File: src/rtl/heater_pkg.sv
// Shared definitions for the heater actuator stage: FSM states, fault bit positions and
// the saturation ceiling common with the PID stage.
package heater_pkg;

  typedef enum logic [1:0] {
    S_IDLE  = 2'd0,
    S_RUN   = 2'd1,
    S_FAULT = 2'd2
  } state_t;

  localparam int unsigned FAULT_OT = 0;
  localparam int unsigned FAULT_WD = 1;

  localparam logic [11:0] MAX_RANGE = 12'h3F0;

endpackage

File: src/rtl/pwm_timebase.sv
// PWM timebase: a prescaler producing ticks and a period counter wrapping every PERIOD ticks.
// Counters sit at zero whenever clear is asserted.
module pwm_timebase #(
  parameter int unsigned      WIDTH    = 12,
  parameter logic [WIDTH-1:0] PERIOD   = WIDTH'(1008),
  parameter int unsigned      PRESCALE = 16
) (
  input  logic             CLK,
  input  logic             RST_N,
  input  logic             active,
  input  logic             clear,
  output logic [WIDTH-1:0] pcnt,
  output logic             boundary
);

  localparam int unsigned PW = (PRESCALE > 1) ? $clog2(PRESCALE) : 1;

  logic [PW-1:0] presc;
  logic          tick;

  assign tick     = active && (presc == PW'(PRESCALE - 1));
  assign boundary = tick && (pcnt == PERIOD - WIDTH'(1));

  always_ff @(posedge CLK) begin
    if (!RST_N || clear) begin
      presc <= '0;
      pcnt  <= '0;
    end else if (tick) begin
      presc <= '0;
      pcnt  <= boundary ? '0 : pcnt + WIDTH'(1);
    end else if (active) begin
      presc <= presc + PW'(1);
    end
  end

endmodule

File: src/rtl/heater_pwm.sv
// Heater actuator: captures saturated PID responses and drives a period-aligned PWM output,
// with over-temperature cutoff and a watchdog on missing PID results.
module heater_pwm
  import heater_pkg::*;
#(
  parameter int unsigned      WIDTH        = 12,
  parameter logic [WIDTH-1:0] MAX_DUTY     = WIDTH'(MAX_RANGE),
  parameter int unsigned      PRESCALE     = 16,
  parameter int unsigned      WDOG_PERIODS = 8
) (
  input  logic             CLK,
  input  logic             RST_N,
  input  logic             enable,
  input  logic [WIDTH-1:0] response,
  input  logic             computed,
  input  logic             over_temp,
  input  logic             fault_clr,
  output logic             heater_on,
  output logic [WIDTH-1:0] duty_active,
  output logic             period_start,
  output logic             fault,
  output logic [1:0]       fault_code
);

  localparam int unsigned WDW = $clog2(WDOG_PERIODS + 1);

  state_t           state;
  logic [WIDTH-1:0] duty_pend;
  logic [WIDTH-1:0] sat_resp;
  logic [WIDTH-1:0] pcnt;
  logic [WDW-1:0]   wdog_cnt;
  logic             pend_valid;
  logic             boundary;
  logic             running;
  logic             wdog_trip;
  logic             fault_entry;
  logic             run_hold;

  // Negative responses mean "cool": the heater simply stays off.
  always_comb begin
    sat_resp = response;
    if (response[WIDTH-1]) begin
      sat_resp = '0;
    end else if (response > MAX_DUTY) begin
      sat_resp = MAX_DUTY;
    end
  end

  assign running     = (state == S_RUN);
  assign wdog_trip   = running && boundary && !computed && (wdog_cnt == WDW'(WDOG_PERIODS - 1));
  assign fault_entry = (state != S_FAULT) && (over_temp || wdog_trip);
  assign run_hold    = running && enable && !fault_entry;

  pwm_timebase #(
    .WIDTH   (WIDTH),
    .PERIOD  (MAX_DUTY),
    .PRESCALE(PRESCALE)
  ) u_timebase (
    .CLK     (CLK),
    .RST_N   (RST_N),
    .active  (running),
    .clear   (!run_hold),
    .pcnt    (pcnt),
    .boundary(boundary)
  );

  always_ff @(posedge CLK) begin
    if (!RST_N) begin
      state        <= S_IDLE;
      duty_pend    <= '0;
      pend_valid   <= 1'b0;
      duty_active  <= '0;
      wdog_cnt     <= '0;
      heater_on    <= 1'b0;
      period_start <= 1'b0;
      fault        <= 1'b0;
      fault_code   <= '0;
    end else begin
      heater_on    <= 1'b0;
      period_start <= 1'b0;
      if (computed) begin
        duty_pend  <= sat_resp;
        pend_valid <= 1'b1;
        wdog_cnt   <= '0;
      end
      if (fault_entry) begin
        state                <= S_FAULT;
        fault                <= 1'b1;
        duty_active          <= '0;
        wdog_cnt             <= '0;
        fault_code[FAULT_OT] <= fault_code[FAULT_OT] | over_temp;
        fault_code[FAULT_WD] <= fault_code[FAULT_WD] | wdog_trip;
      end else begin
        unique case (state)
          S_IDLE: begin
            wdog_cnt <= '0;
            if (enable) begin
              state       <= S_RUN;
              duty_active <= computed ? sat_resp : (pend_valid ? duty_pend : '0);
              pend_valid  <= 1'b0;
            end
          end
          S_RUN: begin
            heater_on <= (pcnt < duty_active);
            if (!enable) begin
              state <= S_IDLE;
            end else if (boundary) begin
              period_start <= 1'b1;
              // A strobe landing on the boundary takes effect for the period now starting.
              if (computed) begin
                duty_active <= sat_resp;
                pend_valid  <= 1'b0;
              end else begin
                if (pend_valid) begin
                  duty_active <= duty_pend;
                  pend_valid  <= 1'b0;
                end
                wdog_cnt <= wdog_cnt + WDW'(1);
              end
            end
          end
          S_FAULT: begin
            duty_active <= '0;
            wdog_cnt    <= '0;
            if (over_temp) begin
              fault_code[FAULT_OT] <= 1'b1;
            end
            if (fault_clr && !over_temp) begin
              state      <= S_IDLE;
              fault      <= 1'b0;
              fault_code <= '0;
            end
          end
          default: state <= S_IDLE;
        endcase
      end
    end
  end

endmodule

File: config.mk
export PLATFORM = sky130hd
export DESIGN_NAME = heater_pwm
export DESIGN_NICKNAME = d
export VERILOG_FILES = /design/src/rtl/heater_pkg.sv /design/src/rtl/pwm_timebase.sv /design/src/rtl/heater_pwm.sv
export SDC_FILE = /design/constraint.sdc
export NUM_CORES = 1
export LEC_CHECK = 0
export ABC_AREA = 1
export CAP_MARGIN = 20
export CORE_MARGIN = 5
export CORE_UTILIZATION = 50
export CTS_CLUSTER_SIZE = 8
export DETAILED_ROUTE_END_ITERATION = 16
export PLACE_DENSITY = 0.73
export SLEW_MARGIN = 25
export SYNTH_ARGS = -nofsm -noshare
export SYNTH_HDL_FRONTEND = slang
export SYNTH_SLANG_ARGS = --single-unit
File: constraint.sdc
create_clock -name CLK -period 2.1 [get_ports CLK]
set_input_delay 0.63 -clock CLK [delete_from_list [all_inputs] [get_ports CLK]]
set_output_delay 0.63 -clock CLK [all_outputs]
set_load 0.01 [all_outputs]
# --- Word level (Yosys, flattened, before mapping) ---
# Index checks and enable logic that the tools add are counted.
classes:
  n_bitwise: 5
  add_sub_neg: 3
  eq_ne: 15
  reduce_logical: 31
  n_mux: 37
  n_lt_le_gt_ge: 2
op_table:
  columns: ["cell", "count"]
  rows:
  - ["12-bit 2-to-1 mux", 8]
  - ["12-bit one-hot mux with 3 select lines", 1]
  - ["11-bit 2-to-1 mux", 2]
  - ["4-bit 2-to-1 mux", 4]
  - ["2-bit 2-to-1 mux", 7]
  - ["12-bit by 1-bit adder with 12-bit output (second input constant)", 1]
  - ["12-bit by 10-bit equality test with 1-bit output (second input constant)", 1]
  - ["12-bit by 10-bit greater-than comparator with 1-bit output (second input constant)", 1]
  - ["12-bit < comparator", 1]
  - ["1-bit 2-to-1 mux", 12]
  - ["2-bit inequality test (second input constant)", 6]
  - ["1-bit logical AND", 9]
  - ["3-bit inequality test (second input constant)", 3]
  - ["4-bit by 1-bit adder with 4-bit output (second input constant)", 2]
  - ["4-bit one-hot mux with 2 select lines", 1]
  - ["2-bit one-hot mux with 3 select lines", 1]
  - ["3-bit AND reduction", 2]
  - ["3-bit nonzero test", 2]
  - ["2-bit OR reduction", 3]
  - ["1-bit logical NOT", 5]
  - ["5-bit AND reduction", 1]
  - ["4-bit by 3-bit equality test with 1-bit output (second input constant)", 1]
  - ["4-bit equality test (second input constant)", 1]
  - ["2-bit AND reduction", 2]
  - ["other kinds (11)", 16]
word_totals:
  output_inout_bits: 17
  word_cells: 106
  in_bits: 18
  ff_bits: 52

# --- Depth between registers and ports, before layout ---
# Gate-level depths: netlist of run 1.
logic_depth:
  word_depth: 13
  mapped_depth: 15
  mapped_depth_nobuf: 14

# --- Cells and area by module ---
# Synthesis of run 1 repeated with hierarchy kept, for this count alone.
unflattened:
  cells_unflattened: 436
  area_unflattened_um2: 3032.9
modules_own_cells:
  columns: ["mod", "cells_each", "seq_area_each_um2", "area_per_inst_um2", "instances"]
  rows:
  - ["heater_pwm", 316, 680.7, 2165.8, 1]
  - ["pwm_timebase", 120, 320.3, 867.1, 1]

# --- Least setup slack after synthesis of run 1 ---
# Ideal clock, no wire load.
synth_path:
  kind: "flip-flop to flip-flop"
  from: "register state[1]"
  to: "register duty_active[1]"
  t_required_ps: 1987
  stages_incl_launch_ff: 16
  setup_slack_ps: 262
  n_path_buf: 2
  synth_period_minus_slack_ps: 1838
  setup_ps: 113
  t_arrival_ps: 1726
  cell_sequence: "dfxtp_1 > inv_1 > ha_1 > buf_6 > nand2_4 > nor2_8 > nand2_4 > nor2_8 > inv_4 > nand2_4 > nand2_4 > clkinv_4 > buf_6 > nand2_1 > nor2_1 > nor2_1"
synth_between:
  elab_chain_len: 9
  word_cells_on_any_way: 19
  classes_between: "7 x eq/ne; 1 x mux; 11 x reduce/logical"
synth_lines:
  columns: ["element", "line", "source"]
  rows:
  - ["from (decl)", "heater_pwm.sv:27", "state_t state;"]
  - ["from (signal assigned)", "heater_pwm.sv:69", "state <= S_IDLE;"]
  - ["from (signal assigned)", "heater_pwm.sv:87", "state <= S_FAULT;"]
  - ["from (signal assigned)", "heater_pwm.sv:98", "state <= S_RUN;"]
  - ["2-bit by 1-bit equality test with 1-bit output", "heater_pwm.sv:49, heater_pwm.sv:94", null]
  - ["1-bit logical AND", "pwm_timebase.sv:21", "assign tick = active && (presc == PW'(PRESCALE - 1));"]
  - ["1-bit logical AND", "pwm_timebase.sv:22", "assign boundary = tick && (pcnt == PERIOD - WIDTH'(1));"]
  - ["1-bit logical AND (3 in a row)", "heater_pwm.sv:50", "assign wdog_trip = running && boundary && !computed && (wdog_cnt == WDW'(WDOG_PERIODS - 1));"]
  - ["1-bit logical OR", "heater_pwm.sv:51", "assign fault_entry = (state != S_FAULT) && (over_temp || wdog_trip);"]
  - ["1-bit logical AND", "heater_pwm.sv:51", null]
  - ["2-bit OR reduction (no source line)", null, null]
  - ["to (signal assigned)", "heater_pwm.sv:99", "duty_active <= computed ? sat_resp : (pend_valid ? duty_pend : '0);"]
  - ["to (signal assigned)", "heater_pwm.sv:111", "duty_active <= sat_resp;"]
  - ["to (signal assigned)", "heater_pwm.sv:115", "duty_active <= duty_pend;"]
  - ["to (decl)", "heater_pwm.sv:19", "output logic [WIDTH-1:0] duty_active,"]
# Several ways; a longest one is shown, not always the timed one.
# A chain may end at the register's enable or synchronous reset.

# --- Worst setup path in the final report of run 1 ---
layout_path:
  from: "register state[0]"
  to: "register duty_active[0]"
# Same word-level chain as after synthesis.

==> results of run 1 <==
per-layer routing:
| metal | vias up | wire length [um] | GRT usage, % |
|---|---|---|---|
| li1 | 1508 | - | - |
| met1 | 1304 | 3220 | 25.9 |
| met2 | 72 | 3350 | 33.6 |
| met3 | 16 | 295 | 3.41 |
| met4 | 0 | 133 | 5.44 |
| met5 | - | 0 | 0 |
cell usage after synthesis (all sizes together), types with 2 or more instances:
master / instances
buf: 5
clkinv: 2
o21bai: 2
o21ai: 13
nor2: 57
nor3: 12
inv: 61
dfxtp: 50
nand4: 7
clkbuf: 3
nand3: 35
ha: 18
a21oi: 32
xor2: 5
nand3b: 6
nand2: 121
report_power, final:
group | internal (W) | total, W | switching (W)
logic | 0.000197 | 0.000456 | 0.000258
registers | 0.000984 | 0.00101 | 0.0000259
clock network | 0.000381 | 0.000684 | 0.000303
per-stage QoR:
stage / worst slack (ns) / cells / hold slack [ns] / power, W / area, um2
finish: 0.171 / 571 / 0.456 / 0.00215 / 3670
floorplan: 0.262 / 439 / 0.427 / 0.00130 / 2990
global placement: -0.0634 / 564 / 0.440 / 0.00148 / 3550
CTS: 0.0542 / 571 / 0.457 / 0.00217 / 3660
global route: 0.00345 / 571 / 0.494 / 0.00228 / 3670
detailed placement: -0.0984 / 564 / 0.441 / 0.00148 / 3550
kinds of logic after synthesis:
group	after synthesis
other	1
multiplexers	1
AO/OA/AOI/OAI	54
adder cells (fa/ha/maj)	18
XOR/XNOR	6
flip-flops	50
AND/OR/NAND/NOR	238
buffers and inverters	71
area by class of cell:
cell class	count	area (um2)
fillers	565	2210
repair buffers	58	531
multi-input cells	318	1690
well taps	75	93.8
clock inverters	1	30.0
clock buffers	6	82.6
inverters	63	244
flip-flops and latches	50	1000
path summary, 6_finish.rpt:
kind	cells after the start	endpoint	slack, ns
worst max-delay path	12	duty_active[0]	0.17
worst min-delay path	2	duty_pend[10]	0.46
worst max register to register	12	duty_active[0]	0.17
worst min register to register	2	duty_pend[10]	0.46
sequential cells by signal, indices dropped and copies added, names as in the netlist:
| register | flops |
|---|---|
| wdog_cnt | 4 |
| state | 2 |
| period_start | 1 |
| duty_active | 11 |
| pend_valid | 1 |
| duty_pend | 11 |
| u_timebase.pcnt | 12 |
| u_timebase.presc | 4 |
| heater_on | 1 |
| fault | 1 |
| fault_code | 2 |
worst min-delay path, delay by kind of cell, from the launching register on:
| family | cells | cell delay, ns |
|---|---|---|
| DFF | 1 | 0.31 |
| and+or+nand+nor | 2 | 0.11 |
==> flow_summary.ini, run 1 <==
[logic_synthesis]
synth_area_leader_cell = dfxtp_1
synthAdderAreaFrac_pct = 7.53
synth_area_um2 = 2990
yosys_warnings = 0
ys.flop_type = dfxtp_1
ys_seq_area_share_pct = 33.5
synth-xor-area-share_pct = 1.76
synth_top_family_by_area = simple AND/OR/NAND/NOR gates
ys_types = 36
synth.area.mux_share_pct = 0.335
synth.avg_cell_area_um2 = 6.81
synth_edf_count = 0
async_reset_ff_share_pct = 0
synth_top_area_share_pct = 33.5
synth_compound_area_share_pct = 10.2
synth_seq_cells = 50
syn_nets = 475
yosys.area_share.simple_pct = 36.3
syn_inst = 439
ys_top_cells_by_area = dfxtp_1, nand2_1, ha_1, inv_1, nor2_1

[grt]
grt_pass1_wl_um = 12300
track_usage_pct = 19.9
grt_pass1_vias = 2742
antenna_found_initial = 0
grt_overflow = 0
grt_max_degree = 18

[power_and_ir_drop]
power_density_nw_per_um2 = 586
p_leak_nw = 1.78
ir_drop_v = 0.000371

[finish]
final_nets = 532
diodes = 0
area_delta_synth_final_pct = 22.7
final_util_pct = 62.4
drive_gt1_share_pct = 10.9
final_common_cell = nand2_1
final_cell_mix = nand2_1, inv_1, nor2_1

[sta]
finalHoldViolCount = 0
setup_viol = 0
fmax_mhz = 518
finalMaxSlewViolations = 0
skew_ns = 0.00701
post-route-min-period_ns = 1.93
tns_ns = 0
post-route-period-util_pct = 91.9
rsz0062_at_grt = false

[setup_path]
path_buf_inv = 1
crit_type = register to register
cpMaxStageDelayCell = dfxtp_1
cp_top_family = simple AND/OR/NAND/NOR gates
crit_top_cell = nand2_4
timing.rr.start = state[0]
cpPeakStageDelay_ns = 0.42
critPathCaptureType = register
crit_start = state[0]
arrival_ns = 2.14
startpoint_type = register
cp_max_fo = 13
worstPathRequired_ns = 2.31
path_cells = ha_2 -> nand2_4 -> nor2_8 -> nand2_4 -> nor2_8 -> nand3b_4 -> nand2_1 -> nand2_2 -> nand2_4 -> inv_2 -> nand2_1 -> nor2_1

[cts]
cts_resized = 0
hold_buffers = 0
clk_path_buf_depth = 2
cts.sinks = 50
post_cts_buffers = 0
clk_latency_ns = 0.30
cts-root-buf = clkbuf_8
cts_tree = yes
htree_levels = 2
numCtsBuffers = 5
clkSlewWorstSetupHoldPaths_ns = 0.09

[place]
dpl.hpwl_um = 5630
portBuffers = 33
gp_congestion = 0.958

[job]
cap_viol_max_count = 0

[die]
io_pins = 35
dieHeight_um = 87.4
die_area_um2 = 7630
core_area_um2 = 5890
die_x_um = 87.4
row_count = 28
start_util_pct = 50.8

[detailed_routing]
drtPass1Iterations = 5
vias = 2900
ant_nets = 0
routed_via_density = 5.08
wl_um = 7000
drtIter0Drc = 132
wl_per_cell_um = 12.3
drc = 0

[min_path]
hp-start = duty_pend[10]
min-delay-path-class = register to register

[status]
outcome = complete, no violations
(Power assumes the default switching activity.)
==> run 2: changes to the inputs <==
--- a/config.mk
+++ b/config.mk
@@ -8,10 +8,9 @@
 export ABC_AREA = 1
 export CAP_MARGIN = 20
 export CORE_MARGIN = 5
-export CORE_UTILIZATION = 50
+export CORE_UTILIZATION = 35
 export CTS_CLUSTER_SIZE = 8
 export DETAILED_ROUTE_END_ITERATION = 16
-export PLACE_DENSITY = 0.73
 export SLEW_MARGIN = 25
 export SYNTH_ARGS = -nofsm -noshare
 export SYNTH_HDL_FRONTEND = slang
==> flow_summary.ini, run 2 (synthesis gave the netlist of run 1 again) <==
[sta]
finalMaxSlewViolations = 0
skew_ns = 0.00799
post-route-min-period_ns = 1.93
post-route-period-util_pct = 92.1
whs_ns = 0.459
finalHoldViolCount = 0
rsz0062_at_grt = false
setup_viol = 0
fmax_mhz = 517

[setup_path]
reg2reg_slack_ns = 0.18
cp_top_family = simple AND/OR/NAND/NOR gates
path_buf_inv = 2
path_cells = clkdlybuf4s50_1 -> nor2_1 -> nand2_1 -> nand3b_1 -> nand3_1 -> nand2_1 -> o21ai_0 -> nand2_1 -> nand3_1 -> nand2_1 -> inv_1
crit_type = input port to register
cpMaxStageDelayCell = clkdlybuf4s50_1
worstReg2RegEnd = duty_active[1]
crit_top_cell = nand2_1
cp_max_fo = 9
reg2regPathDepth = 13
timing.rr.start = state[1]
startpoint_type = input port
arrival_ns = 2.14
worstPathRequired_ns = 2.31
critPathCaptureType = register
cpPeakStageDelay_ns = 0.42

[grt]
grt_max_degree = 18
grt_pass1_wl_um = 12500
antenna_found_initial = 0
grt_pass1_vias = 2703
track_usage_pct = 14.8
grt_overflow = 0

[detailed_routing]
wl_um = 7270
ant_nets = 0
drtPass1Iterations = 4
drtIter0Drc = 103
wl_per_cell_um = 12.1
drc = 0
routed_via_density = 4.77
vias = 2859

[place]
gp_congestion = 0.848
dp.cells = 593
dpl.hpwl_um = 5780
portBuffers = 33
placed_area_um2 = 3580

[finish]
top_register = u_timebase.pcnt
finish.instance_area_um2 = 3660
final_common_cell = nand2_1
final_cells = 600
drive_gt1_share_pct = 10.3
final_nets = 531
top_regs = u_timebase.pcnt: 12 flops, duty_active: 11 flops, duty_pend: 11 flops
diodes = 0
final_cell_mix = nand2_1, inv_1, nor2_1
largest_reg_flops = 12
area_delta_synth_final_pct = 22.5

[die]
core_area_um2 = 8260
die_x_um = 102
die_area_um2 = 10500
dieHeight_um = 102
io_pins = 35
row_count = 33
start_util_pct = 36.2

[cts]
numCtsBuffers = 5
cts-root-buf = clkbuf_8
post_cts_buffers = 0
cts_tree = yes
htree_levels = 2
clk_latency_ns = 0.30
clk_path_buf_depth = 2
hold_buffers = 0
clkSlewWorstSetupHoldPaths_ns = 0.09
cts.sinks = 50
cts_resized = 0

[job]
cap_viol_max_count = 0

[min_path]
hold_path_end = duty_pend[10]
hp-start = duty_pend[10]
hold_depth = 2
min-delay-path-class = register to register

[power_and_ir_drop]
power.total_w = 0.00200
ir_drop_v = 0.000251
p_leak_nw = 1.76
power_density_nw_per_um2 = 547

[status]
outcome = complete, no violations
run 2: routing by layer:
layer / global-route usage, % / vias up / part of all wire [%]
met2: 23.8 / 55 / 45
met3: 2.87 / 4 / 4.6
met1: 20.3 / 1293 / 49
li1: - / 1507 / -
met4: 3.63 / 0 / 0.81
met5: 0 / - / 0
run 2: area by class of cell:
| type | count | area, um2 |
|---|---|---|
| timing repair buffer | 57 | 523 |
| fill | 856 | 4590 |
| clock buffer | 7 | 76.3 |
| multi-input combinational | 318 | 1690 |
| inverter | 63 | 244 |
| tap | 105 | 131 |
| sequential | 50 | 1000 |
run 2: stage by stage:
step	worst slack (ns)	TNS (ns)	util, %
floorplan	0.262	0	-
global placement	-0.122	-0.604	43.4
detailed placement	-0.158	-0.926	43.4
CTS	0.105	0	44.3
global route	0.000467	0	44.4
finish	0.165	0	44.4
run 2: power breakdown:
| group | switching (W) | internal [W] | leakage (nW) |
|---|---|---|---|
| combinational | 0.000252 | 0.000195 | 1.31 |
| clock | 0.000318 | 0.000231 | 0.0383 |
| sequential | 0.0000261 | 0.000984 | 0.407 |
| total | 0.000596 | 0.00141 | 1.76 |
run 2: how the worst max path moves through the flow:
stage                 from              to  slack [ns]  depth (start not counted)
2_1_floorplan     state[1]  duty_active[1]        0.26                         15
5_1_grt        response[0]  duty_active[8]      0.0005                         11
6_report       response[0]  duty_active[9]        0.17                         11
4_1_cts           state[1]  duty_active[1]        0.10                         13
3_5_place_dp   response[0]  duty_active[9]       -0.16                         11
3_3_place_gp   response[0]  duty_active[9]       -0.12                         11
run 2: worst reg2reg max path, stage by stage, from the launching register on:
cell      delay, ns
dfxtp_2        0.34
inv_1          0.10
ha_2           0.24
nand2_4        0.09
nor2_8         0.13
nand2_4        0.07
nor2_8         0.19
nand3b_4       0.11
nand2_1        0.08
nand2_2        0.09
nand2_4        0.19
inv_2          0.08
nand2_1        0.07
nor2_1         0.04
